==> config.mk <==
export PLATFORM = sky130hd
export DESIGN_NAME = hilo_muldiv_unit
export DESIGN_NICKNAME = d
export VERILOG_FILES = /design/src/rtl/hilo_muldiv_unit_pkg.sv /design/src/rtl/hilo_muldiv_unit_core.sv /design/src/rtl/hilo_muldiv_unit.sv
export SDC_FILE = /design/constraint.sdc
export NUM_CORES = 2
export LEC_CHECK = 0
export BUFFER_PORTS_ARGS = -buffer_cell sky130_fd_sc_hd__clkbuf_2
export CAP_MARGIN = 20
export CELL_PAD_IN_SITES_DETAIL_PLACEMENT = 1
export CELL_PAD_IN_SITES_GLOBAL_PLACEMENT = 2
export CORE_UTILIZATION = 37
export CTS_BUF_LIST = sky130_fd_sc_hd__clkbuf_16
export CTS_CLUSTER_DIAMETER = 80
export DETAILED_ROUTE_END_ITERATION = 10
export PLACE_DENSITY_LB_ADDON = 0.1
export SYNTH_ARGS = -nofsm -noshare
export SYNTH_HDL_FRONTEND = slang
export SYNTH_SLANG_ARGS = --single-unit
==> constraint.sdc <==
create_clock -name clk -period 3.9 [get_ports clk]
set_clock_uncertainty 0.2 [all_clocks]
set_input_delay 0.78 -clock clk [delete_from_list [all_inputs] [get_ports clk]]
set_output_delay 0.78 -clock clk [all_outputs]
set_load 0.02 [all_outputs]
==> src/rtl/hilo_muldiv_unit_pkg.sv <==
// Shared CPU package for the HI/LO multiply/divide unit: operation codes,
// FSM state encoding, iteration count and a conditional two's-complement helper.
package hilo_muldiv_unit_pkg;

    // Number of quotient bits (or shift-add steps) per iterative operation.
    localparam int DIV_ITERS = 32;
    localparam int CNT_W     = $clog2(DIV_ITERS);

    typedef enum logic [2:0] {
        OP_MULT  = 3'd0,
        OP_MULTU = 3'd1,
        OP_DIV   = 3'd2,
        OP_DIVU  = 3'd3,
        OP_MTHI  = 3'd4,
        OP_MTLO  = 3'd5,
        OP_NOP6  = 3'd6,
        OP_NOP7  = 3'd7
    } op_e;

    typedef enum logic [1:0] {
        ST_IDLE = 2'd0,
        ST_MUL  = 2'd1,
        ST_DIV  = 2'd2,
        ST_FIX  = 2'd3
    } state_e;

    // Two's-complement negate of a 32-bit value when en is set.
    function automatic logic [31:0] neg32_if(input logic [31:0] v, input logic en);
        return en ? (~v + 32'd1) : v;
    endfunction

    // Two's-complement negate of a 64-bit value when en is set.
    function automatic logic [63:0] neg64_if(input logic [63:0] v, input logic en);
        return en ? (~v + 64'd1) : v;
    endfunction

endpackage

==> src/rtl/hilo_muldiv_unit_core.sv <==
// muldiv_iter_core: unsigned iterative datapath shared by divide and
// (optionally) multiply. Divide is restoring, one quotient bit per step with
// the dividend shifted out of lo while quotient bits shift in. Multiply is
// shift-add with the multiplier in lo and the product growing from hi.
module muldiv_iter_core
    import hilo_muldiv_unit_pkg::*;
(
    input  logic        clk,
    input  logic        rst_n,
    input  logic        load,      // capture operands, clear counter
    input  logic        step,      // perform one iteration
    input  logic        mul_mode,  // sampled with load: 1 = multiply, 0 = divide
    input  logic [31:0] op_a,      // dividend / multiplicand magnitude
    input  logic [31:0] op_b,      // divisor / multiplier magnitude
    output logic [31:0] hi_o,      // remainder / product high word
    output logic [31:0] lo_o,      // quotient / product low word
    output logic        last_o     // current step is the final one
);

    logic [31:0]      hi_q, hi_d;
    logic [31:0]      lo_q, lo_d;
    logic [31:0]      opnd_q, opnd_d;
    logic             mul_q, mul_d;
    logic [CNT_W-1:0] cnt_q, cnt_d;
    logic [32:0]      trial;
    logic [32:0]      acc;

    // Next-state for one load or iteration of the shift/subtract or shift/add datapath.
    always_comb begin
        // NOTE: every variable gets a default first so no path leaves it unassigned (no latch).
        hi_d   = hi_q;
        lo_d   = lo_q;
        opnd_d = opnd_q;
        mul_d  = mul_q;
        cnt_d  = cnt_q;
        // Partial remainder shifted left by one with the next dividend bit, minus divisor.
        trial  = {hi_q, lo_q[31]} - {1'b0, opnd_q};
        // Partial product plus multiplicand when the current multiplier bit is set.
        acc    = {1'b0, hi_q} + (lo_q[0] ? {1'b0, opnd_q} : 33'd0);

        if (load) begin
            hi_d   = '0;
            lo_d   = mul_mode ? op_b : op_a;
            opnd_d = mul_mode ? op_a : op_b;
            mul_d  = mul_mode;
            cnt_d  = '0;
        end else if (step) begin
            cnt_d = cnt_q + CNT_W'(1);
            if (mul_q) begin
                hi_d = acc[32:1];
                lo_d = {acc[0], lo_q[31:1]};
            end else if (!trial[32]) begin
                hi_d = trial[31:0];
                lo_d = {lo_q[30:0], 1'b1};
            end else begin
                hi_d = {hi_q[30:0], lo_q[31]};
                lo_d = {lo_q[30:0], 1'b0};
            end
        end
    end

    // Datapath and iteration counter registers.
    always_ff @(posedge clk or negedge rst_n) begin
        if (!rst_n) begin
            hi_q   <= '0;
            lo_q   <= '0;
            opnd_q <= '0;
            mul_q  <= 1'b0;
            cnt_q  <= '0;
        end else begin
            // NOTE: non-blocking assignments so every flop samples pre-edge values.
            hi_q   <= hi_d;
            lo_q   <= lo_d;
            opnd_q <= opnd_d;
            mul_q  <= mul_d;
            cnt_q  <= cnt_d;
        end
    end

    assign hi_o   = hi_q;
    assign lo_o   = lo_q;
    assign last_o = (cnt_q == CNT_W'(DIV_ITERS - 1));

endmodule

==> src/rtl/hilo_muldiv_unit.sv <==
// hilo_muldiv_unit: MIPS-style HI/LO multiply/divide unit. Owns the control FSM,
// operand sign handling and the architectural HI/LO registers; iterations run in
// muldiv_iter_core on magnitudes, and signs are restored in the FIX state.
// Build option: define HILO_ITERATIVE_MULT_EN for a 32-cycle shift-add multiply;
// otherwise MULT/MULTU complete combinationally at the accepting edge.
module hilo_muldiv_unit
    import hilo_muldiv_unit_pkg::*;
#(
    parameter int XLEN = 32
) (
    input  logic            clk,
    input  logic            rst_n,
    input  logic            start,
    input  logic [2:0]      op,
    input  logic [XLEN-1:0] rs_val,
    input  logic [XLEN-1:0] rt_val,
    output logic            busy,
    output logic            done,
    output logic [XLEN-1:0] HI_reg,
    output logic [XLEN-1:0] LO_reg
);

    state_e          state_q, state_d;
    logic [XLEN-1:0] hi_q, hi_d;
    logic [XLEN-1:0] lo_q, lo_d;
    logic            done_q, done_d;
    logic            is_mul_q, is_mul_d;  // operation in flight is a multiply
    logic            neg_lo_q, neg_lo_d;  // negate quotient / product at FIX
    logic            neg_hi_q, neg_hi_d;  // negate remainder at FIX
    logic            div0_q, div0_d;      // divisor was zero

    op_e             op_s;
    logic            signed_op;
    logic            sign_lo;
    logic [31:0]     rs_mag;
    logic [31:0]     rt_mag;
    logic [63:0]     fix_prod;

    logic            core_load;
    logic            core_step;
    logic            core_mul;
    logic [31:0]     core_hi;
    logic [31:0]     core_lo;
    logic            core_last;

    assign op_s      = op_e'(op);
    assign signed_op = (op_s == OP_MULT) || (op_s == OP_DIV);
    assign sign_lo   = signed_op & (rs_val[31] ^ rt_val[31]);
    assign rs_mag    = neg32_if(rs_val, signed_op & rs_val[31]);
    assign rt_mag    = neg32_if(rt_val, signed_op & rt_val[31]);
    assign fix_prod  = neg64_if({core_hi, core_lo}, neg_lo_q);

`ifndef HILO_ITERATIVE_MULT_EN
    logic [63:0] prod_now;
    // Single-cycle product of the magnitudes, sign applied afterwards.
    assign prod_now = neg64_if({32'd0, rs_mag} * {32'd0, rt_mag}, sign_lo);
`endif

    muldiv_iter_core u_core (
        .clk      (clk),
        .rst_n    (rst_n),
        .load     (core_load),
        .step     (core_step),
        .mul_mode (core_mul),
        .op_a     (rs_mag),
        .op_b     (rt_mag),
        .hi_o     (core_hi),
        .lo_o     (core_lo),
        .last_o   (core_last)
    );

    // Control FSM: accept requests in IDLE, iterate, then sign-fix and commit HI/LO.
    always_comb begin
        state_d   = state_q;
        hi_d      = hi_q;
        lo_d      = lo_q;
        done_d    = 1'b0;
        is_mul_d  = is_mul_q;
        neg_lo_d  = neg_lo_q;
        neg_hi_d  = neg_hi_q;
        div0_d    = div0_q;
        core_load = 1'b0;
        core_step = 1'b0;
        core_mul  = 1'b0;

        case (state_q)
            ST_IDLE: begin
                if (start) begin
                    case (op_s)
                        OP_MULT, OP_MULTU: begin
`ifdef HILO_ITERATIVE_MULT_EN
                            core_load = 1'b1;
                            core_mul  = 1'b1;
                            is_mul_d  = 1'b1;
                            neg_lo_d  = sign_lo;
                            state_d   = ST_MUL;
`else
                            {hi_d, lo_d} = prod_now;
                            done_d       = 1'b1;
`endif
                        end
                        OP_DIV, OP_DIVU: begin
                            core_load = 1'b1;
                            is_mul_d  = 1'b0;
                            neg_lo_d  = sign_lo;
                            neg_hi_d  = signed_op & rs_val[31];
                            div0_d    = (rt_val == '0);
                            state_d   = ST_DIV;
                        end
                        OP_MTHI: hi_d = rs_val;
                        OP_MTLO: lo_d = rs_val;
                        default: ;
                    endcase
                end
            end
            ST_MUL, ST_DIV: begin
                core_step = 1'b1;
                if (core_last) begin
                    state_d = ST_FIX;
                end
            end
            ST_FIX: begin
                if (is_mul_q) begin
                    {hi_d, lo_d} = fix_prod;
                end else begin
                    // Divide by zero returns all-ones quotient; remainder is the dividend.
                    lo_d = div0_q ? '1 : neg32_if(core_lo, neg_lo_q);
                    hi_d = neg32_if(core_hi, neg_hi_q);
                end
                done_d  = 1'b1;
                state_d = ST_IDLE;
            end
            default: state_d = ST_IDLE;
        endcase
    end

    // State, architectural HI/LO and completion pulse registers.
    always_ff @(posedge clk or negedge rst_n) begin
        if (!rst_n) begin
            state_q  <= ST_IDLE;
            hi_q     <= '0;
            lo_q     <= '0;
            done_q   <= 1'b0;
            is_mul_q <= 1'b0;
            neg_lo_q <= 1'b0;
            neg_hi_q <= 1'b0;
            div0_q   <= 1'b0;
        end else begin
            state_q  <= state_d;
            hi_q     <= hi_d;
            lo_q     <= lo_d;
            done_q   <= done_d;
            is_mul_q <= is_mul_d;
            neg_lo_q <= neg_lo_d;
            neg_hi_q <= neg_hi_d;
            div0_q   <= div0_d;
        end
    end

    assign busy   = (state_q != ST_IDLE);
    assign done   = done_q;
    assign HI_reg = hi_q;
    assign LO_reg = lo_q;

endmodule

==> metrics <==
Routed Antenna Nets 0; final hold violations 0; critical path class in2reg; number of fill cells 14590; I/O Pins 136; Buf+Inv Stages, Crit Path 8; routability cong. 0.9597; Synth-to-Final Area Change 39.91%; clk_lat worst skew 0.52 ns; Yosys cell types 101; Seq/Total Area, Yosys 9.100%; I/O Buffers 135; worst endpoint data arrival time 10.66 ns; Post-synth EDFFs 0; die area 128500 um^2; post-synthesis cell count 5631; largest family of logic cells by synthesized area adder cells; failing checks negative setup slack; max frequency 0.09549 GHz; Clock Root Buffer clkbuf_16; Slew Limit Fails 0; outcome finished, violations left; Avg Inst Size Synth 8.350 um^2; Yosys reg bits 171; post-synthesis xor/xnor area fraction 5.569%; mux cell area share after synthesis 1.461%; share of post-route cells with drive strength above 1 32.04%; unrepaired setup endpoints after global routing true; DRT Pass-1 Iters 7; H-tree lvl count 4; Setup WS post-layout -6.572 ns; total grt overflow 0; Die H 358.5 um; Hold Path Class in2async; CP dominant cell by count fa_1; Synth Warn # 0; syn nets 6903; DRC Markers 0; CORE AREA 125900 um^2; pre-CTS WS -7.779 ns; Post-Layout Cell Count 8448; MaxCap Viol Count 0; Synth Area in Adders 46.31%; Worst setup SP type input port; cell family with most CP delay adder cells; vias in the first global route 48730; WL/cell 25.93 um; largest net degree at the start of global routing 76; DIE WIDTH 358.5 um; Setup violations, final 94; Tcrit/Tclk final 268.5%; Slew HR 37.27%; CP Max Fanout 8; crit end category register; slowest cell on the critical path fa_1; Tmin final 10.47 ns; Initial Util 37.35%; post-route setup TNS -348.68 ns; Worst Path Required 4.08 ns; placed cell count 8239; Async S/R FF share, synth 100.0%; Longest Clk Path Bufs 3; DR iter-0 viols 2621; drt via density 5.338; Synth Area in Compound Gates 11.09%; number of cell rows 130; first-pass GRT wire length 317600 um; initial antenna violation count 17; Post-DP HPWL 186300 um; Nets 8050; crit-path max cell delay 0.58 ns; vias post-DR 45090; worst slew pin tran 0.9386 ns; overall routed net length 219100 um; cts bufs inserted 25; Synth Area in Simple Gates 16.16%; cell area after synthesis 47020 um^2; Worst-path clk slew 0.08 ns; CTS tree done; Sink Count 171; Synth Flop Type dfrtp_1; gr usage total 33.89%
==> layer usage <==
metal | part of all wire, % | vias up | global-route usage (%)
met5 | 0.0059 | - | 0
met1 | 41 | 23770 | 43.63
li1 | - | 19870 | -
met2 | 49 | 1095 | 58.14
met4 | 5.4 | 2 | 14.66
met3 | 4.5 | 357 | 2.970
==> Yosys cell counts (10+ instances only) <==
library cell | count | share of area [%]
inv_1 | 975 | 7.8
fa_1 | 897 | 38
nand2_1 | 735 | 5.9
nor2_1 | 721 | 5.8
ha_1 | 305 | 8.1
clkbuf_1 | 275 | 2.2
o21ai_0 | 237 | 2.5
a21oi_1 | 234 | 2.5
xnor2_1 | 189 | 3.5
dfrtp_1 | 171 | 9.1
xor2_1 | 110 | 2.0
mux2i_1 | 63 | 1.3
nor3_1 | 63 | 0.67
a21o_1 | 45 | 0.72
o22ai_1 | 41 | 0.55
nand3_1 | 30 | 0.32
and2_1 | 29 | 0.39
o31ai_1 | 28 | 0.45
or3_1 | 26 | 0.35
a211oi_1 | 25 | 0.40
nand4_1 | 25 | 0.33
nand2b_1 | 24 | 0.32
or4_1 | 24 | 0.38
a31oi_1 | 23 | 0.31
o21a_1 | 23 | 0.37
o211ai_1 | 22 | 0.35
and3_1 | 21 | 0.28
nor4_1 | 21 | 0.28
buf_2 | 14 | 0.15
o41ai_1 | 13 | 0.24
a221oi_1 | 12 | 0.22
and4_1 | 11 | 0.20
buf_1 | 11 | 0.088
o21ai_1 | 11 | 0.12
o21bai_1 | 10 | 0.16
or2_2 | 10 | 0.13
==> area by class of cell <==
type                            instances  area (um^2)  area share, %
Multi-Input combinational cell       4177        42410          64.47
Timing Repair Buffer                 1426        12640          19.21
Sequential cell                       171         4279          6.504
Inverter                              977         3672          5.582
Tap cell                             1650         2064          3.138
Clock buffer                           25        625.6         0.9509
Clock inverter                          7        57.56        0.08749
Antenna cell                           15        37.54        0.05706
==> worst register-to-register path, stage by stage, from the launching register on <==
cell and delay, ns:
dfrtp_1 0.39, inv_1 0.07, ha_2 0.19, inv_2 0.05, fa_2 0.42, a211oi_4 0.29, nor2_2 0.08, o211ai_1 0.25
buf_4 0.18, a31oi_4 0.10, a21oi_4 0.22, o31ai_4 0.09, a221oi_2 0.35, o21ai_2 0.14, a21oi_4 0.23, xnor2_4 0.29
clkbuf_16 0.29, mux2i_1 0.19, a21oi_1 0.08
==> kinds of logic (layout without fill, tap and decap cells) <==
logic type,Yosys count,in the layout
compound gates,825,825
flops,171,171
simple gates,1783,1783
fa+ha+maj,1202,1202
other cells,0,15
xor+xnor,299,299
buf+inv,1283,2435
mux,68,68
==> what timing repair did <==
| action | CTS | global route |
|---|---|---|
| hold buffers | 0 | 0 |
| gates resized for setup | 489 | 400 |
| gates cloned | 2 | 3 |
| hold endpoints to repair | 0 | 0 |
| endpoints found under the setup margin | 96 | 96 |
| buffers inserted | 87 | 88 |
| pin swaps | 206 | 293 |
==> metrics by stage <==
step	util, %	hold slack [ns]	area, um^2
detailed placement	47.43	0.2699	59720
floorplan	-	0.2468	48220
global placement	47.43	0.2596	59720
CTS	50.37	0.1081	63410
finish	52.26	0.1002	65790
global route	52.26	0.1277	65790
==> worst paths after layout <==
| check | startpoint | depth (start not counted) | slack [ns] | endpoint |
|---|---|---|---|---|
| max in group asynchronous | rst_n | 2 | 2.57 | HI_reg[29] |
| min reg2reg | LO_reg[9] | 2 | 0.28 | LO_reg[9] |
| min | rst_n | 1 | 0.10 | u_core.hi_o[16] |
| max | rs_val[11] | 39 | -6.57 | HI_reg[24] |
| max reg2reg | u_core.lo_o[31] | 18 | -0.36 | u_core.hi_o[14] |
| min in group clk | LO_reg[9] | 2 | 0.28 | LO_reg[9] |
==> cell usage in the layout (no fill, tap or decap), types with 118 or more instances in the layout <==
cell type  netlist  routed
clkbuf_2         3     120
fa_1           897     846
o21ai_0        237     156
buf_4            2    1027
nand2_1        735     689
nor2_1         721     669
dfrtp_1        171     171
buf_12           0     118
buf_6            1     133
ha_1           305     247
a21oi_1        234     145
inv_1          975     936
Power is not shown: default switching activity piles up to over one toggle a cycle in this logic, so the estimate is an artifact.
